==> src/rtl/byte_assembler_pkg.sv <==
// Shared constants, FSM encoding and the bytes-per-word / offset-width derivation
// for the instruction byte assembler.
package byte_assembler_pkg;

  localparam int BYTE_W = 8;

  typedef enum logic {
    FILL = 1'b0,
    HOLD = 1'b1
  } state_e;

  function automatic int nb_of(input int n);
    return n / BYTE_W;
  endfunction

  // A single-byte word still needs a 1-bit offset port.
  function automatic int cw_of(input int n);
    return (n / BYTE_W > 1) ? $clog2(n / BYTE_W) : 1;
  endfunction

endpackage

==> src/rtl/byte_lane_reg.sv <==
// One byte lane of the assembled word: 8-bit register, synchronous active-low clear
// that wins over the write enable.
module byte_lane_reg
  import byte_assembler_pkg::*;
(
  input  logic              i_clk,
  input  logic              i_clr_,
  input  logic              i_we,
  input  logic [BYTE_W-1:0] i_d,
  output logic [BYTE_W-1:0] o_q
);

  logic [BYTE_W-1:0] dat_q;
  logic [BYTE_W-1:0] dat_d;

  always_comb begin
    dat_d = dat_q;
    if (!i_clr_) begin
      dat_d = '0;
    end else if (i_we) begin
      dat_d = i_d;
    end
  end

  always_ff @(posedge i_clk) begin
    dat_q <= dat_d;
  end

  assign o_q = dat_q;

endmodule

==> src/rtl/byte_assembler.sv <==
// Packs NB little-endian bytes into one n-bit word; word valid the cycle after the last
// byte. One HOLD cycle per word; byte side stalls while the word waits for the consumer.
module byte_assembler
  import byte_assembler_pkg::*;
#(
  parameter  int n  = 32,
  localparam int NB = nb_of(n),
  localparam int CW = cw_of(n)
) (
  input  logic              i_clk,
  input  logic              i_rst_,
  input  logic [BYTE_W-1:0] i_byte,
  input  logic              i_byte_valid,
  output logic              o_byte_ready,
  input  logic              i_flush,
  output logic [n-1:0]      o_word,
  output logic              o_word_valid,
  input  logic              i_word_ready,
  output logic [CW-1:0]     o_count
);

  state_e          state_q;
  state_e          state_d;
  logic [CW-1:0]   count_q;
  logic [CW-1:0]   count_d;
  logic            byte_acc;
  logic            word_acc;
  logic            lane_clr_;

  assign o_byte_ready = (state_q == FILL);
  assign o_word_valid = (state_q == HOLD);
  assign o_count      = count_q;

  assign byte_acc  = i_byte_valid & o_byte_ready;
  assign word_acc  = o_word_valid & i_word_ready;
  assign lane_clr_ = i_rst_ & ~i_flush;

  // Flush outranks both handshakes; byte and word accept are exclusive by state.
  always_comb begin
    state_d = state_q;
    count_d = count_q;
    if (i_flush) begin
      state_d = FILL;
      count_d = '0;
    end else if (word_acc) begin
      state_d = FILL;
    end else if (byte_acc) begin
      if (count_q == CW'(NB - 1)) begin
        count_d = '0;
        state_d = HOLD;
      end else begin
        count_d = count_q + CW'(1);
      end
    end
  end

  always_ff @(posedge i_clk) begin
    if (!i_rst_) begin
      state_q <= FILL;
      count_q <= '0;
    end else begin
      state_q <= state_d;
      count_q <= count_d;
    end
  end

  for (genvar i = 0; i < NB; i++) begin : g_lane
    byte_lane_reg u_lane (
      .i_clk  (i_clk),
      .i_clr_ (lane_clr_),
      .i_we   (byte_acc & (count_q == CW'(i))),
      .i_d    (i_byte),
      .o_q    (o_word[i*BYTE_W +: BYTE_W])
    );
  end

endmodule

==> config.mk <==
export PLATFORM = sky130hd
export DESIGN_NAME = byte_assembler
export DESIGN_NICKNAME = d
export VERILOG_FILES = /design/src/rtl/byte_assembler_pkg.sv /design/src/rtl/byte_lane_reg.sv /design/src/rtl/byte_assembler.sv
export SDC_FILE = /design/constraint.sdc
export NUM_CORES = 1
export LEC_CHECK = 0
export CORE_MARGIN = 2
export CORE_UTILIZATION = 48
export DETAILED_ROUTE_END_ITERATION = 16
export PLACE_DENSITY = 0.84
export SLEW_MARGIN = 10
export SYNTH_ARGS = -nofsm -noshare
export SYNTH_HDL_FRONTEND = slang
export SYNTH_SLANG_ARGS = --single-unit
==> constraint.sdc <==
create_clock -name i_clk -period 2 [get_ports i_clk]
set_clock_uncertainty 0.05 [all_clocks]
set_input_delay 0.2 -clock i_clk [delete_from_list [all_inputs] [get_ports i_clk]]
set_output_delay 0.2 -clock i_clk [all_outputs]
set_load 0.005 [all_outputs]
=== Word level (Yosys, flattened, before mapping) ===
Cells that the tools add are included.

* Bits in registers: 35
* Output and inout bits: 36

* Reduce and logical (&&, ||, !) cells: 5
* Mux-type cells: 1
* Bitwise logic cells: 11
* Add/sub/neg operators: 1
* Equality and inequality tests: 3

{| class="wikitable"
|+ Operators by type and width
! cell !! count
|-
| AND 1 bit || 7
|-
| == test 2 bit, second input constant || 2
|-
| NOT 1 bit || 4
|-
| AND reduction 2 bit || 2
|-
| OR reduction 3 bit || 1
|-
| adder 2 x 1 -> 2 bit, second input constant || 1
|-
| == test 2 x 1 -> 1 bit, second input constant || 1
|-
| zero test 2 bit || 1
|-
| two-way mux 2 bit || 1
|-
| OR reduction 2 bit || 1
|}

=== Logic depth before layout (Yosys ltp) ===
Gate-level depths: netlist of run 1.

* Word-level depth: 3
* Depth in mapped cells: 6
* Depth with buffers taken out: 5

=== Cells and area by module ===
A second synthesis of run 1 with hierarchy kept.

* Cells, all modules: 124
* Area total of the unflattened synthesis: 1425.1 um2

{| class="wikitable"
|+ By module, submodules not included
! module !! cells an instance !! seq. area each (um2) !! area an instance (um2) !! times used
|-
| byte_lane_reg || 25 || 160.2 || 301.5 || 4
|-
| byte_assembler || 24 || 60.1 || 219.0 || 1
|}

=== Least setup slack after synthesis of run 1 ===
No wires, ideal clock.

* Path kind: reg2reg
* Start: register count_q[0], in the netlist o_count[0]
* End: register g_lane[2].u_lane.dat_q[0]
* Stages on the path, launching flop included: 7
* Slack: 0.745 ns
* Data required time: 1.827 ns
* Buffers on the path: 1
* Arrival time: 1.081 ns
* Cell sequence: dfxtp_1 -> inv_1 -> ha_1 -> and3b_1 -> buf_6 -> nand2_1 -> a21oi_2

* Word-level cells in the longest chain between the ends: 2

{| class="wikitable"
|+ RTL lines
! what !! RTL line !! RTL
|-
| start: declaration || byte_assembler.sv:24 || <nowiki>logic [CW-1:0] count_q;</nowiki>
|-
| start signal: assignment || byte_assembler.sv:63 || <nowiki>count_q <= count_d;</nowiki>
|-
| == test 2 bit || byte_assembler.sv:71 || <nowiki>.i_we (byte_acc & (count_q == CW'(i))),</nowiki>
|-
| AND 1 bit || byte_assembler.sv:71 ||
|-
| end signal: assignment || byte_lane_reg.sv:26 || <nowiki>dat_q <= dat_d;</nowiki>
|-
| end: declaration || byte_lane_reg.sv:13 || <nowiki>logic [BYTE_W-1:0] dat_q;</nowiki>
|}

Every way passes these cells.
A chain may end at the register's enable or synchronous reset.

=== Final worst setup path of run 1 ===
* Start: register state_q, in the netlist o_word_valid
* End: output o_word_valid

{| class="wikitable"
|+ RTL lines
! what !! RTL line !! RTL
|-
| start: declaration || byte_assembler.sv:22 || <nowiki>state_e state_q;</nowiki>
|-
| start signal: assignment || byte_assembler.sv:62 || <nowiki>state_q <= state_d;</nowiki>
|-
| end: declaration || byte_assembler.sv:17 || <nowiki>output logic o_word_valid,</nowiki>
|}

No word-level cell between the ends.

==> qor.csv, run 1 <==
stage,metric,value,unit
power,Max VDD drop,451,µV
yosys,Post-Syn Area,0.00146,mm²
cells_and_area,diode count,0,
critical_path,Worst Setup Path Type,register to output pin,
power,leakage power,0.000647,µW
clocking,Num CTS Buffers,5,
timing,Setup Total Neg Slack,0,ns
timing,fmax,620,MHz
critical_path,Crit. path cell count,1,
critical_path,worst stage delay on the critical path,0.56,ns
clocking,Post-CTS Setup Inserts,0,
clocking,clk_lat worst skew,0.33,ns
yosys,number of enable flip-flop cells after synthesis,0,
drt,1st-pass router iterations,4,
critical_path,Reg2Reg Depth,5,
yosys,area share of the largest cell type after synthesis,48.0,%
clocking,total clock sinks,35,
timing,fin crit period,1.61,ns
yosys,Area contributors post-synth,"dfxtp_1 (48%), nand2_1 (16%), a21oi_2 (14%), ha_1 (3.4%), a21oi_1 (3.1%)",
yosys,Netlist cell types,17,
critical_path,CP endpoint,o_word_valid,
flow_run,max_cap viols,0,
run_status,status,finished clean,
clocking,CTS Hold Bufs,0,
cells_and_area,final core occ,66.3,%
timing,Slew Limit Fails,0,
drt,ANT nets after route,0,
floorplan,Die Span Y,59.1,µm
critical_path,worst path cell trace,clkdlybuf4s50_1,
yosys,"Top FF cell, synth",dfxtp_1,
timing,Final period util,80.6,%
placement,Post-DP HPWL,2420,µm
floorplan,Initial Util,49.0,%
clocking,clock buffer depth,2,
grt,Tot GR Track Use,20.3,%
drt,Vias/cell,5.03,
timing,RSZ-0062 raised after global routing,no,
critical_path,Reg2Reg Launch Point,o_count[0]$_SDFFE_PP0P_,
timing,max-slew headroom at the worst pin,76.0,%
clocking,Root Buffer,clkbuf_4,
yosys,Yosys reg bits,35,
critical_path,"Slowest-stage cell, CP",clkdlybuf4s50_1,
drt,per-cell routed wire length,13.3,µm
drt,Post-route DRC,0,
critical_path,Worst Setup SP,o_word_valid$_SDFFE_PP0P_,
drt,drt first-iter violations,21,
grt,pin count of the biggest net entering global routing,36,
critical_path,reg2reg setup slack,0.59,ns
power,cell area power density,602,mW/mm²
placement,RePlAce Congestion,0.764,
cells_and_area,Nets,228,
critical_path,startpoint type of the worst setup path,register,
yosys,sequential share of the synthesized area,48.0,%
critical_path,worst-path fanout max,12,
critical_path,"delay-heaviest family, CP",buffers and inverters,
placement,Inst Count DP,237,
timing,Final Hold Viols,0,
placement,placed instance area,0.00192,mm²
timing,# setup viols final,0,
yosys,Synth Area per Inst,8.84,µm²
critical_path,CP endpoint kind,output pin,
timing,Worst Max-Slew Pin Slew,0.359,ns
yosys,Syn Inst Count,165,
placement,port buffer count,48,
critical_path,FF-to-FF End,g_lane[0].u_lane.o_q[5]$_SDFFE_PN0P_,
floorplan,Core Rows,20,
cells_and_area,post-route cell area,0.00198,mm²
yosys,YS warnings,0,
clocking,Resized cells post-CTS,0,
yosys,top-count cell post-synth,nand2_1,
critical_path,CP Data Arrival Time,1.36,ns
grt,vias in the first global route,1188,
power,Tot Pwr,1190,µW
floorplan,total core area,0.00298,mm²
cells_and_area,"Area growth, synth to finish",35.4,%
grt,first-pass GRT wire length,5350,µm
critical_path,Worst Path Buf+Inv,1,
floorplan,io pins,49,
cells_and_area,fill count,282,
grt,initial antenna violation count,0,
min_path,Hold Path Class,register to register,
grt,GRT overflow,0,
yosys,Post-synth ARST share,0,%
floorplan,DIE AREA,0.00350,mm²
yosys,Synthesized Nets,182,
clocking,CTS tree,built,
drt,vias,1232,
cells_and_area,share of cells above drive strength 1,16.5,%
drt,Detailed Route WL,3250,µm
yosys,most frequent cells after synthesis,"nand2_1 (64), dfxtp_1 (35), a21oi_2 (24), a21oi_1 (9)",
critical_path,CP required,1.75,ns
floorplan,die width,59.1,µm
yosys,post-synth top area cell,dfxtp_1,
cells_and_area,"Cell Count, Final, Fillers Out",245,
clocking,clock-pin slew on the worst setup and hold paths,0.10,ns
clocking,htree depth,2,
==> kinds of logic after synthesis <==
family | synth area share (%)
compound gates | 17.5
fa+ha+maj | 3.43
buf+inv | 6.26
flops | 48.0
mux | 1.37
simple gates | 23.4
==> worst min path at each step <==
| stage | start | end | slack [ns] | depth (start not counted) |
|---|---|---|---|---|
| floorplan | i_byte[0] | g_lane[3].u_lane.o_q[0]$_SDFFE_PN0P_ | 0.29 | 2 |
| global placement | g_lane[3].u_lane.o_q[4]$_SDFFE_PN0P_ | g_lane[3].u_lane.o_q[4]$_SDFFE_PN0P_ | 0.40 | 2 |
| detailed placement | g_lane[3].u_lane.o_q[2]$_SDFFE_PN0P_ | g_lane[3].u_lane.o_q[2]$_SDFFE_PN0P_ | 0.41 | 2 |
| CTS | g_lane[3].u_lane.o_q[3]$_SDFFE_PN0P_ | g_lane[3].u_lane.o_q[3]$_SDFFE_PN0P_ | 0.42 | 2 |
| global route | g_lane[2].u_lane.o_q[4]$_SDFFE_PN0P_ | g_lane[2].u_lane.o_q[4]$_SDFFE_PN0P_ | 0.45 | 2 |
| finish | g_lane[3].u_lane.o_q[0]$_SDFFE_PN0P_ | g_lane[3].u_lane.o_q[0]$_SDFFE_PN0P_ | 0.42 | 2 |
==> flip-flops by register name, summed over array words and instances, names as in the netlist <==
signal / cells
g_lane.u_lane.o_q: 32
o_count: 2
o_word_valid: 1
==> layer usage <==
metal / share of wire, % / vias up / routed length, µm / GRT usage, %
met2: 48 / 39 / 1560 / 34.1
met3: 5.7 / 7 / 184 / 4.59
li1: - / 620 / - / -
met1: 45 / 566 / 1460 / 25.3
met5: 0 / - / 0 / 0
met4: 1.5 / 0 / 48 / 7.79
==> area by class of cell <==
cell class / count / area, µm² / share of cell area (%)
inverters: 3 / 11.3 / 0.570
well taps: 33 / 41.3 / 2.09
clock inverters: 3 / 15.0 / 0.760
clock buffers: 5 / 37.5 / 1.90
repair buffers: 49 / 500 / 25.3
flip-flops and latches: 35 / 701 / 35.5
multi-input cells: 117 / 669 / 33.9
==> power breakdown <==
group | switching (µW) | internal [µW]
clock network | 237 | 131
registers | 5.81 | 705
logic | 58.1 | 53.1
total | 301 | 889
==> cells in the final DEF, fill, tap and decap left out, drive strengths merged, types with 2 or more instances in the layout <==
cell type and n:
nand2 64, nor2 3, nand3b 4, a21oi 33
clkinv 3, and3b 4, clkdlybuf4s50 48, mux2i 2
ha 4, dfxtp 35, inv 3, clkbuf 5
==> metrics by stage <==
step / setup WS, ns / hold WS (ns)
final: 0.388 / 0.421
after global routing: 0.291 / 0.448
after CTS: 0.370 / 0.421
after detailed placement: 0.444 / 0.407
after global placement: 0.481 / 0.397
after floorplan: 0.745 / 0.286
(Power assumes the default switching activity.)
==> inputs of run 2 (changes only) <==
CORE_UTILIZATION = 40   (was 48)
PLACE_DENSITY = 0.74   (was 0.84)
clock period = 1.44 ns   (was 2 ns; I/O delays follow)
==> run 2 against run 1 <==
Compared with the run above: worst hold slack got worse by 0.048 ns; first-iteration DRC count increased to 3.5 times the previous value; sequential share of layout area decreased by 0.76 points; utilization decreased by 4.9 points; cell count increased by 7.3%; final area increased by 6.2%; count of clock-buffer cells in the layout increased by 1; global-route usage decreased by 2.4 points; setup slack got worse by 0.34 ns; sequential power increased by 38%; combinational power increased by 48%; die area increased by 19%; largest power group unchanged.
==> qor.csv, run 2 (synthesis gave the netlist of run 1 again) <==
stage,metric,value,unit,change
clocking,total clock sinks,35,,unchanged
timing,Worst Max-Slew Pin Slew,0.333,ns,was 0.359 ns
floorplan,DIE AREA,0.00415,mm²,was 0.00350 mm²
power,Max VDD drop,603,µV,was 451 µV
floorplan,io pins,49,,unchanged
cells_and_area,Nets,233,,was 228
placement,Post-DP HPWL,2500,µm,was 2420 µm
grt,Tot GR Track Use,17.9,%,was 20.3%
critical_path,reg2reg setup slack,0.13,ns,was 0.59 ns
min_path,Hold Path Class,input port to register,,was register to register
drt,ANT nets after route,0,,unchanged
timing,max-slew headroom at the worst pin,77.7,%,was 76.0%
clocking,CTS tree,built,,unchanged
timing,Slew Limit Fails,0,,unchanged
cells_and_area,max FFs per register,32,,unchanged
drt,Vias/cell,4.84,,was 5.03
critical_path,CP required,1.25,ns,was 1.75 ns
power,cell area power density,899,mW/mm²,was 602 mW/mm²
drt,Post-route DRC,0,,unchanged
timing,Final period util,96.9,%,
placement,port buffer count,48,,unchanged
cells_and_area,fill count,310,,was 282
cells_and_area,share of cells above drive strength 1,26.3,%,was 16.5%
critical_path,CP endpoint kind,output pin,,unchanged
critical_path,startpoint type of the worst setup path,register,,unchanged
critical_path,Worst Path Buf+Inv,1,,unchanged
placement,RePlAce Congestion,0.797,,was 0.764
floorplan,Core Rows,21,,was 20
timing,RSZ-0062 raised after global routing,yes,,was no
clocking,CTS Hold Bufs,0,,unchanged
power,Tot Pwr,1890,µW,was 1190 µW
drt,Detailed Route WL,3530,µm,was 3250 µm
power,leakage power,0.000745,µW,was 0.000647 µW
grt,pin count of the biggest net entering global routing,36,,unchanged
placement,Place WS,-0.0858,ns,was 0.444 ns
cells_and_area,diode count,0,,unchanged
floorplan,Die Span Y,64.4,µm,was 59.1 µm
clocking,Num CTS Buffers,5,,unchanged
clocking,clock-pin slew on the worst setup and hold paths,0.11,ns,was 0.10 ns
cells_and_area,"Area growth, synth to finish",43.8,%,was 35.4%
drt,drt first-iter violations,73,,was 21
critical_path,Worst Setup Path Type,register to output pin,,unchanged
clocking,htree depth,2,,unchanged
timing,# setup viols final,0,,unchanged
critical_path,worst-path fanout max,2,,was 12
cells_and_area,"Cell Count, Final, Fillers Out",263,,was 245
grt,vias in the first global route,1240,,was 1188
cells_and_area,"most common cell after layout, fill and taps aside",nand2_1,,unchanged
drt,per-cell routed wire length,13.4,µm,was 13.3 µm
floorplan,Initial Util,42.7,%,was 49.0%
grt,initial antenna violation count,0,,unchanged
critical_path,worst stage delay on the critical path,0.50,ns,was 0.56 ns
timing,Final Hold Viols,0,,unchanged
flow_run,max_cap viols,0,,unchanged
grt,first-pass GRT wire length,5670,µm,was 5350 µm
drt,vias,1273,,was 1232
timing,fmax,716,MHz,
clocking,clock buffer depth,2,,unchanged
cells_and_area,"leading cell types in the layout, fill and taps excluded","nand2_1 (64), clkdlybuf4s50_1 (44), a21oi_2 (24)",,"was nand2_1 (64), clkdlybuf4s50_1 (48), dfxtp_1 (35)"
floorplan,total core area,0.00342,mm²,was 0.00298 mm²
timing,"Worst Setup Slack, final",0.0440,ns,was 0.388 ns
critical_path,"delay-heaviest family, CP",buffers and inverters,,unchanged
critical_path,worst path cell trace,clkdlybuf4s50_1,,unchanged
run_status,status,finished clean,,unchanged
critical_path,CP Data Arrival Time,1.20,ns,was 1.36 ns
timing,fin crit period,1.40,ns,
floorplan,die width,64.4,µm,was 59.1 µm
placement,Inst Count DP,253,,was 237
drt,1st-pass router iterations,4,,unchanged
clocking,Root Buffer,clkbuf_4,,unchanged
grt,GRT overflow,0,,unchanged
critical_path,"Slowest-stage cell, CP",clkdlybuf4s50_1,,unchanged
clocking,clk_lat worst skew,0.34,ns,was 0.33 ns
-- run 2: cell count changes in the layout (fill, tap and decap cells not counted), moves of 2 or more --
cell,previous run,this run
dfxtp_1,35,19
clkinv_2,3,1
buf_4,0,5
dfxtp_4,0,3
clkdlybuf4s50_1,48,44
dlymetal6s2s_1,0,3
dfxtp_2,0,13
-- run 2: final cells by class --
cell class	instances	area, µm²	area share (%)
Tap cell	46	57.6	2.74
Sequential cell	35	728	34.7
Inverter	3	11.3	0.537
Multi-Input combinational cell	117	671	32.0
Timing Repair Buffer	54	544	25.9
Clock inverter	2	35.0	1.67
Clock buffer	6	51.3	2.44
-- run 2: final timing paths --
| path | end | cells after the start | startpoint |
|---|---|---|---|
| worst max-delay path | o_word[2] | 1 | g_lane[0].u_lane.o_q[2]$_SDFFE_PN0P_ |
| worst min-delay path | o_word_valid$_SDFFE_PP0P_ | 3 | i_word_ready |
| worst max register to register | g_lane[1].u_lane.o_q[1]$_SDFFE_PN0P_ | 6 | o_count[0]$_SDFFE_PP0P_ |
| worst min register to register | g_lane[3].u_lane.o_q[6]$_SDFFE_PN0P_ | 2 | g_lane[3].u_lane.o_q[6]$_SDFFE_PN0P_ |
-- run 2: routing by layer --
metal | track usage, % | part of all wire (%) | vias up
met3 | 5.28 | 5.2 | 8
li1 | - | - | 632
met1 | 20.9 | 44 | 597
met5 | 0 | 0 | -
met4 | 8.78 | 2.0 | 0
met2 | 29.9 | 49 | 36
-- run 2: per-stage QoR --
step	util (%)	TNS, ns	hold WS (ns)	area, µm²
6_report	61.4	0	0.373	2100
5_1_grt	61.4	-0.0342	0.412	2100
4_1_cts	60.4	0	0.366	2060
3_5_place_dp	57.4	-0.928	0.406	1960
3_3_place_gp	57.4	-0.275	0.398	1960
2_1_floorplan	-	0	0.230	1460
-- run 2: repair_timing --
item	CTS	global route
setup buffers	1	1
setup endpoints to repair	5	19
cloned	0	0
pin swaps	0	0
gates resized for setup	6	18
-- run 2: report_power, final --
group / switching, µW / total (µW) / internal (µW) / leakage [µW]
logic: 86.0 / 164 / 78.0 / 0.000405
clock network: 330 / 741 / 410 / 0.0000482
registers: 7.07 / 982 / 975 / 0.000292
-- run 2: worst min-delay path: stages --
cell and delay (ns):
clkdlybuf4s50_1 0.45, or2b_1 0.09, a21oi_1 0.05
==> edit 1: new RTL, flow settings as in run 1 <==
Make the reset (`i_rst_`) asynchronous in one clocked block.
--- a/src/rtl/byte_assembler.sv
+++ b/src/rtl/byte_assembler.sv
@@ -56,3 +56,3 @@
 
-  always_ff @(posedge i_clk) begin
+  always_ff @(posedge i_clk or negedge i_rst_) begin
     if (!i_rst_) begin
Function: differs if i_rst_ is asserted again (counterexample within 4 cycles, from zero or initial values and one cycle with i_rst_ low); with i_rst_ held inactive, the same outputs for 10 cycles.
==> edit 1 against run 1 <==
  * Power grew 25%
  * Cell area is 0.32% higher
  * Core utilization increased by 4.9 points
  * Sequential cell count stayed put
  * Cell count shrank 0.41%
  * Worst setup slack lost 0.087 ns
  * Synthesized area shrank 2.7%
  * Wire length grew 5.8%
  * Count of clock-buffer cells in the layout is 1 higher
  * Register-to-register slack worse by 0.04 ns
==> edit 1: results (changes against run 1) <==
origin of the critical flop-to-flop path=o_count[0]$_DFFE_PN0P_; timing-limited maximum frequency=588 MHz (-5.1%); final net count=229 (+0.44%); number of violations reported at the end of detailed-routing iteration 0=25 (+19%); maximum number of pins on one net before global-route repair=33 (-8.3%); share of synthesized area spent on multiplexers=0.705% (-0.67 points); wire length of the first global-routing pass=5330 um (-0.26%); Routability Congestion=0.728 (-4.7%); vias=1,288 (+4.5%); startpoint of the lowest-slack hold path=i_flush; run status=finished, final reports clean; static power due to leakage=0.680 nW (+5.0%); worst hold slack across all endpoints=0.409 ns (-0.0117 ns); termination of the worst setup path=o_byte_ready; CP max stage cell=sky130_fd_sc_hd__dfrtp_1; path type of the worst min-delay path=in -> reg; maximum VDD drop=0.905 mV (+100%); FILL cells=206 (-27%); worst setup timing slack at the placement stage=0.383 ns (-0.0611 ns); average detailed-routed wire length per instance=14.1 um (+6.2%); largest cells by area after synthesis=sky130_fd_sc_hd__dfxtp_1 (45%), sky130_fd_sc_hd__nand2_1 (17%), sky130_fd_sc_hd__a21oi_2 (8.0%); detailed placement HPWL=2520 um (+4.2%); transition time of the tightest slew-check pin=0.407 ns (+0.0473 ns); data arrival at the endpoint of the critical path=1.45 ns (+0.09 ns); Post-synth ARST share=8.57% (+8.6 points); GRT Overall Usage=21.3% (+0.96 points)
==> edit 1: cell families (layout without fill, tap and decap cells) <==
kind of cell             count (synthesis)  count (layout)
flip-flops                              35              35
multiplexers                             1               1
buffers and inverters                   12              61
adder cells (fa/ha/maj)                  4               4
AO/OA/AOI/OAI                           34              34
AND/OR/NAND/NOR                         78              78
==> edit 1: metal layers <==
metal	vias up	track usage, %	share of wire, %
li1	624	-	-
met3	9	6.81	7.4
met1	606	25.3	42
met2	49	34.3	48
met5	-	0	0
met4	0	11.0	2.6
==> edit 1: report_power, final <==
group	internal (mW)	switching, mW	total, mW
sequential	0.710	0.00920	0.719
combinational	0.0645	0.0746	0.139
clock	0.390	0.240	0.630
==> edit 1: area by class of cell <==
cell class              count  area (sq um)  share of cell area, %
well taps                  31          38.8                   1.96
multi-input cells         117           617                   31.1
repair buffers             50           498                   25.1
clock buffers               6          41.3                   2.08
inverters                   3          11.3                  0.568
clock inverters             2          60.1                   3.03
flip-flops and latches     35           716                   36.1
==> edit 2: new RTL, flow settings as in run 1 <==
Without the edit above. The package constant `BYTE_W` goes from 8 to 4.
--- a/src/rtl/byte_assembler_pkg.sv
+++ b/src/rtl/byte_assembler_pkg.sv
@@ -4,3 +4,3 @@
 
-  localparam int BYTE_W = 8;
+  localparam int BYTE_W = 4;
 
Interface: changed (resized i_byte and o_count); port bits go from 49 to 46. The function was not compared with the original's and may differ.
==> edit 2 against run 1 <==
  * Global-route usage is 0.056 points higher
  * Worst setup slack lost 0.13 ns
  * Sequential power is 3% higher
  * Wire length increased by 3.8%
  * Combinational power fell by 17%
  * Synthesized area up 3.7%
  * Sequential cell count grew 1
  * Cell area grew 1.8%
  * Non-clock buffer count down 1
  * Count of clock-buffer cells in the layout stayed put
  * Power is 0.73% higher
  * Critical endpoint unchanged
==> edit 2: results (changes against run 1) <==
wire length of the first global-routing pass=5410 um (+1.2%); most used standard cells in the synthesized netlist=sky130_fd_sc_hd__dfxtp_1 (36), sky130_fd_sc_hd__nand3_1 (28), sky130_fd_sc_hd__nand2_1 (16); detailed placement HPWL=2620 um (+8.1%); DP Area=1960 sq um (+1.7%); worst max-slew margin expressed relative to the limit=68.7% (-7.2 points); Net Count, Synth=172 (-5.5%); maximum VDD drop=0.385 mV (-15%); worst setup timing slack at the placement stage=0.318 ns (-0.126 ns); maximum number of pins on one net before global-route repair=27 (-25%); average detailed-routed wire length per instance=13.7 um (+2.9%); Buffers on Ports=45 (-6.3%); slowest cell delay on critical path=0.58 ns (+0.02 ns); final cell count without fillers=247 (+0.82%); GRT Overall Usage=20.4% (+0.056 points); placed cells=239 (+0.84%); routed via count divided by cell count=5.33 (+6.0%); number of violations reported at the end of detailed-routing iteration 0=60 (+190%); met3 WL=175 um (-4.9%); share of post-route cells with drive strength above 1=13.8% (-2.7 points); clock network latency to the later pin of the worst-skew pair=0.34 ns; final net count=217 (-4.8%); largest cells by area after synthesis=sky130_fd_sc_hd__dfxtp_1 (48%), sky130_fd_sc_hd__nand3_1 (9.3%), sky130_fd_sc_hd__ha_1 (5.0%); distinct cell type count of the synthesized netlist=23 (+6); path type of the worst min-delay path=reg -> reg; Routability Congestion=0.844 (+11%); Cells after Synth=157 (-4.8%); run status=finished, final reports clean; routed length on met2=1690 um (+8.4%); vias in the first global route=1,207 (+1.6%); static power due to leakage=0.736 nW (+14%); FILL cells=278 (-1.4%); sequential element share of the synthesized area=47.6% (-0.38 points); total routed wire length on the met1 layer=1420 um (-2.5%)
==> edit 2: cell types whose count changed after synthesis, moves of 4 or more <==
| cell | change |
|---|---|
| sky130_fd_sc_hd__nand3_1 | +28 |
| sky130_fd_sc_hd__nand3_2 | +4 |
| sky130_fd_sc_hd__o21ai_0 | +13 |
| sky130_fd_sc_hd__and3b_1 | -4 |
| sky130_fd_sc_hd__o21ai_1 | +11 |
| sky130_fd_sc_hd__nand2_1 | -48 |
| sky130_fd_sc_hd__o21ai_2 | +8 |
| sky130_fd_sc_hd__a21oi_2 | -24 |
| sky130_fd_sc_hd__a21oi_1 | -8 |
==> edit 2: path summary, 6_finish.rpt <==
path              slack [ns]                                 start                                    to  cells after the start
setup / recovery        0.26             o_word_valid$_SDFFE_PP0P_                          o_word_valid                      1
setup reg to reg        0.49               o_count[0]$_SDFFE_PP0P_  g_lane[7].u_lane.o_q[0]$_SDFFE_PP0P_                      5
hold reg to reg         0.41  g_lane[0].u_lane.o_q[0]$_SDFFE_PP0P_  g_lane[0].u_lane.o_q[0]$_SDFFE_PP0P_                      2
hold / removal          0.41  g_lane[0].u_lane.o_q[0]$_SDFFE_PP0P_  g_lane[0].u_lane.o_q[0]$_SDFFE_PP0P_                      2
==> edit 2: metrics by stage <==
stage          utilization, %  total power [mW]
2_1_floorplan               -             0.800
3_3_place_gp             64.6             0.833
3_5_place_dp             64.6             0.837
4_1_cts                  66.4              1.21
5_1_grt                  66.4              1.26
6_report                 66.4              1.20
==> edit 2: kinds of logic (layout without fill, tap and decap cells) <==
family | count (synthesis) | in the layout | share of synthesized area [%]
mux | 2 | 2 | 1.32
fa+ha+maj | 6 | 6 | 4.96
simple gates | 65 | 65 | 26.1
buf+inv | 14 | 60 | 6.62
flops | 36 | 36 | 47.6
compound gates | 34 | 34 | 13.4
==> edit 2: final cells by class <==
type                       instances  share of cell area, %
clock inverter                     3                  0.933
inverter                           4                  0.746
clock buffer                       5                   1.87
sequential                        36                   35.8
timing repair buffer              48                   23.5
multi-input combinational        107                   34.4
tap                               44                   2.74
==> edit 2: report_power, final <==
group | internal, mW | switching [mW] | total, mW
sequential | 0.723 | 0.00619 | 0.729
combinational | 0.0419 | 0.0503 | 0.0922
clock | 0.135 | 0.243 | 0.377
==> edit 2: layer usage <==
| metal | vias up | global-route usage, % |
|---|---|---|
| met3 | 11 | 6.28 |
| li1 | 638 | - |
| met2 | 44 | 34.2 |
| met5 | - | 0 |
| met1 | 624 | 23.3 |
| met4 | 0 | 9.84 |
